## src/rtl/alu_result_bcd.sv

```systemverilog
// alu_result_bcd: signed ALU result to packed BCD via iterative shift-add-3; option ALU_BCD_LZ_BLANK_EN blanks leading zeros
module alu_result_bcd #(
    parameter int WIDTH  = 12,
    parameter int NARROW = 6,
    parameter int DIGITS = 4
) (
    input  logic                  clk_in,
    input  logic                  rst_in,
    input  logic [WIDTH-1:0]      result_in,
    input  logic [1:0]            op_in,
    input  logic                  overflow_in,
    input  logic                  valid_in,
    output logic                  ready_out,
    output logic [4*DIGITS-1:0]   bcd_out,
    output logic                  sign_out,
    output logic                  err_out,
    output logic                  done_out
);
    localparam int CW = $clog2(WIDTH);
    typedef enum logic [1:0] {IDLE, ABS, SHIFT, DONE} state_t;
    state_t state, state_nx;
    logic [CW-1:0] cnt;
    logic [WIDTH-1:0] value;
    logic [WIDTH-1:0] mag;
    logic [4*DIGITS-1:0] scratch, adj, bcd_ld;
    logic sign_r, err_r;
`ifdef ALU_BCD_LZ_BLANK_EN
    logic lead;
`endif
    // state register
    always_ff @(posedge clk_in) begin
        if (rst_in) state <= IDLE;
        else state <= state_nx;
    end
    // next-state and handshake
    always_comb begin
        state_nx  = state;
        ready_out = (state == IDLE);
        case (state)
            IDLE:    state_nx = valid_in ? ABS : IDLE;
            ABS:     state_nx = SHIFT;
            SHIFT:   state_nx = (cnt == CW'(WIDTH-1)) ? DONE : SHIFT;
            default: state_nx = IDLE;
        endcase
    end
    // add 3 to every digit >= 5 ahead of the shift
    always_comb begin
        adj = scratch;
        for (int i = 0; i < DIGITS; i++)
            adj[4*i+:4] = (scratch[4*i+:4] >= 4'd5) ? scratch[4*i+:4] + 4'd3 : scratch[4*i+:4];
    end
    // value loaded at DONE, optionally with leading zeros turned into the blank code
    always_comb begin
        bcd_ld = scratch;
`ifdef ALU_BCD_LZ_BLANK_EN
        lead = 1'b1;
        for (int i = DIGITS-1; i > 0; i--) begin
            lead = lead & (scratch[4*i+:4] == 4'd0);
            if (lead) bcd_ld[4*i+:4] = 4'hF;
        end
`endif
    end
    // capture, absolute value, double-dabble and output load
    always_ff @(posedge clk_in) begin
        if (rst_in) begin
            bcd_out  <= '0;
            sign_out <= 1'b0;
            err_out  <= 1'b0;
            done_out <= 1'b0;
        end else begin
            done_out <= (state == DONE);
            case (state)
                IDLE: if (valid_in) begin
                    value <= (op_in == 2'b10) ? result_in
                           : {{(WIDTH-NARROW){result_in[NARROW-1]}}, result_in[NARROW-1:0]};
                    err_r <= overflow_in & ~op_in[1];
                end
                ABS: begin
                    sign_r  <= value[WIDTH-1];
                    // unsigned magnitude: the most negative value maps to 2^(WIDTH-1) without wrapping
                    mag     <= value[WIDTH-1] ? -value : value;
                    scratch <= '0;
                    cnt     <= '0;
                end
                SHIFT: begin
                    {scratch, mag} <= {adj, mag} << 1;
                    cnt <= cnt + 1'b1;
                end
                default: begin
                    bcd_out  <= bcd_ld;
                    sign_out <= sign_r & (|scratch);
                    err_out  <= err_r;
                end
            endcase
        end
    end
endmodule

```

## config.mk

```make
export PLATFORM = sky130hd
export DESIGN_NAME = alu_result_bcd
export DESIGN_NICKNAME = d
export VERILOG_FILES = /design/src/rtl/alu_result_bcd.sv
export SDC_FILE = /design/constraint.sdc
export NUM_CORES = 1
export LEC_CHECK = 0
export CAP_MARGIN = 0
export CORE_MARGIN = 2
export CORE_UTILIZATION = 58
export CTS_BUF_LIST = sky130_fd_sc_hd__clkbuf_2 sky130_fd_sc_hd__clkbuf_4 sky130_fd_sc_hd__clkbuf_8
export DETAILED_ROUTE_END_ITERATION = 16
export MAX_ROUTING_LAYER = met4
export PLACE_DENSITY = 0.82
export RECOVER_POWER = 50
export SYNTH_ARGS = -nofsm -noshare
export SYNTH_HDL_FRONTEND = slang
export SYNTH_SLANG_ARGS = --single-unit
```

## constraint.sdc

```tcl
create_clock -name clk_in -period 3.95 [get_ports clk_in]
set_clock_uncertainty 0.2 [all_clocks]
set_input_delay 0.79 -clock clk_in [delete_from_list [all_inputs] [get_ports clk_in]]
set_output_delay 0.79 -clock clk_in [all_outputs]
set_load 0.01 [all_outputs]
```

==> reports/metrics.csv <==
stage,metric,value,unit
run,maxCapViolCount,0,
clock_tree,clkSlewWorstSetupHoldPaths,0.06,ns
min_path,hold_depth,2,
synthesis,ys_warn_count,0,
detailed_routing,postRouteAntennaNets,0,
floorplan,fp-row-count,27,
synthesis,synth_cell_types,33,
timing,slew_violations,0,
synthesis,yosys.area_share.xor_xnor,4.91,%
detailed_routing,drt_first_pass_iters,4,
global_routing,grt_max_degree,33,
timing,fin_crit,2.98,ns
run_status,outcome,completed,
clock_tree,post_cts_resize_count,0,
detailed_routing,viasPerCell,5.34,
timing,setup_viol,0,
timing,max_freq,335,MHz
synthesis,synth.area.mux_share,5.96,%
setup_path,cpPeakStageDelay,0.81,ns
setup_path,crit_chain,dlygate4sd3_1 > clkbuf_1 > nor2b_2 > clkbuf_2,
timing,setup_ws,0.967,ns
power,p_per_area,399,mW/mm^2
setup_path,worst_setup_path_end_kind,flop,
synthesis,syn_area,0.00321,mm^2
setup_path,cp.required,3.67,ns
setup_path,critPathSlowestCell,clkbuf_1,
synthesis,synth_compound_area_share,8.11,%
min_path,hold_path_class,reg -> reg,
synthesis,synth_top_family_by_area,simple AND/OR/NAND/NOR gates,
clock_tree,ctsHtreeMaxLevel,3,
placement,place.gp.congestion,0.798,
setup_path,crit_fanout,32,
timing,fin_crit_sh,75.5,%
layout,n_fill_cell,414,
clock_tree,cts_tree,done,
clock_tree,holdBufCountCts,0,
floorplan,die_y,78.4,um
clock_tree,cts_setup_buffers,0,
clock_tree,clk_path_buf_depth,2,
global_routing,antenna_found_initial,0,
setup_path,reg2reg_slack,1.60,ns
timing,final.setup.tns,0,ns
detailed_routing,wl,5.29,mm
global_routing,grt-ovfl-total,0,
synthesis,ys_seq_area_share,56.1,%
synthesis,synthSimpleGateAreaFrac,14.8,%
power,peakVddDrop,0.272,mV
global_routing,grt_pass1_wl,9.21,mm
setup_path,reg2regPathDepth,4,
layout,diodes,0,
clock_tree,root_buffer,clkbuf_8,
clock_tree,cts.sinks,67,
timing,hold_viol,0,
floorplan,io_pins,38,
floorplan,initial_utilization,59.0,%
power,leakage,1.45,nW
detailed_routing,wl_per_cell,13.4,um
detailed_routing,drtIter0Drc,134,
min_path,hp-start,sign_out,
setup_path,arrival,2.70,ns
synthesis,yosys_register_bits,67,
setup_path,cp-start-kind,input port,
layout,final_util,70.4,%
detailed_routing,num_vias,2114,
clock_tree,cts_buffers,9,
timing,relSlewSlack,22.7,%
placement,dp_hpwl,3.72,mm
placement,dp_slack,1.39,ns
setup_path,regToRegStartpoint,state[0],
setup_path,worstSetupPathType,in -> reg,
global_routing,grt.total_usage,20.1,%
layout,layout-area-overhead-vs-synth,19.3,%
floorplan,core,0.00544,mm^2
layout,nets,355,
clock_tree,clock_latency,0.34,ns
global_routing,first_global_vias,2075,
floorplan,die-width,78.4,um
setup_path,reg2reg_to,bcd_ld[15],
synthesis,synth_cells,279,
min_path,whs_endpoint,sign_out,
placement,port_buffers,37,
timing,rsz0062_at_grt,false,
detailed_routing,drc,0,
layout,drive_above_1_share,6.48,%
timing,tightest_slew,1.16,ns
floorplan,dieArea,0.00614,mm^2
synthesis,synthAdderAreaFrac,7.02,%
synthesis,syn_avg_cell_area,11.5,um^2
synthesis,synth_fp_nets,315,
==> cell families after synthesis <==
| kind of cell | after synthesis |
|---|---|
| AND/OR/NAND/NOR | 95 |
| multiplexers | 19 |
| flip-flops | 67 |
| buffers and inverters | 26 |
| adder cells (fa/ha/maj) | 18 |
| AO/OA/AOI/OAI | 36 |
| XOR/XNOR | 18 |
==> per-layer routing <==
layer  GRT usage [%]  wire [um]  share of wire (%)
met1            22.3       2210                 42
met2            34.6       2790                 53
met3            5.98        214                4.0
met4            7.19         80                1.5
met5               -          0                  0
==> placed cells by master (no fill, tap or decap), types with 8 or more instances in the layout <==
cell type        instances
mux2i_1                 18
xnor2_1                 10
ha_1                    18
clkdlybuf4s50_1         29
xor2_1                   8
clkbuf_8                10
nor2_1                  26
edfxtp_1                46
o21ai_0                 15
dfxtp_1                 21
nand2_1                 28
inv_1                   14
dlygate4sd3_1            8
==> worst max path at each step <==
stage / from / end / slack (ns)
after floorplan: rst_in / bcd_ld[0] / 0.89
after global placement: rst_in / mag[9] / 1.48
after detailed placement: op_in[1] / value[7] / 1.39
after CTS: state[0] / ready_out / 1.45
after global routing: rst_in / bcd_ld[11] / 0.77
final: rst_in / bcd_ld[11] / 0.97
==> where the power goes <==
| group | total (mW) | switching (mW) | leakage (nW) | internal (mW) |
|---|---|---|---|---|
| combinational | 0.171 | 0.0911 | 0.750 | 0.0802 |
| clock | 0.522 | 0.234 | 0.0995 | 0.288 |
| sequential | 0.834 | 0.0309 | 0.600 | 0.803 |
==> synthesized netlist by cell type <==
library cell	count	area (um^2)
xnor2_1	10	87.6
mux2i_1	18	180
or3_1	2	12.5
nor2b_1	7	43.8
edfxtp_1	46	1380
a22o_1	1	8.76
xor2_1	8	70.1
o31ai_1	4	30.0
a21boi_0	4	30.0
o21ai_1	1	5.00
o21ai_0	15	75.1
nand2b_1	6	37.5
nand3_1	3	15.0
a21oi_1	1	5.00
nand2_1	28	105
nor2_1	26	97.6
mux2_2	1	11.3
inv_1	14	52.6
dfxtp_1	21	420
clkbuf_1	11	41.3
a21o_1	4	30.0
o41ai_4	1	27.5
and3_1	3	18.8
nand3b_1	6	45.0
and2_1	8	50.1
and4b_1	1	10.0
buf_2	1	5.00
ha_1	18	225
nor4b_1	2	17.5
or4_1	2	15.0
nor4_1	1	6.26
a41oi_1	1	8.76
o211a_1	4	40.0
==> worst max-delay path, delay by kind of cell <==
family,cells,cell delay [ns]
buffers and inverters,3,1.84
AND/OR/NAND/NOR,1,0.06
==> cell type report <==
type	instances	area, um^2	area share, %
inverters	14	52.6	1.37
multi-input cells	186	1310	34.2
flip-flops and latches	67	1800	47.1
clock buffers	16	183	4.77
repair buffers	41	390	10.2
well taps	72	90.1	2.35
==> sequential cells by signal, summed over array words and instances, names as in the netlist <==
name	count
bcd_out	16
state	2
done_out	1
sign_r	1
err_r	1
cnt	4
err_out	1
bcd_ld	16
sign_out	1
value	12
mag	12
==> per-stage QoR <==
| step | hold slack (ns) | instance area (um^2) | std cells | total power [mW] |
|---|---|---|---|---|
| 6_report | 0.277 | 3830 | 396 | 1.53 |
| 5_1_grt | 0.320 | 3830 | 396 | 1.60 |
| 4_1_cts | 0.280 | 3840 | 396 | 1.55 |
| 3_5_place_dp | 0.271 | 3660 | 380 | 1.03 |
| 3_3_place_gp | 0.256 | 3660 | 380 | 1.02 |
| 2_1_floorplan | 0.240 | 3210 | 279 | 0.960 |
(Power assumes the default switching activity.)
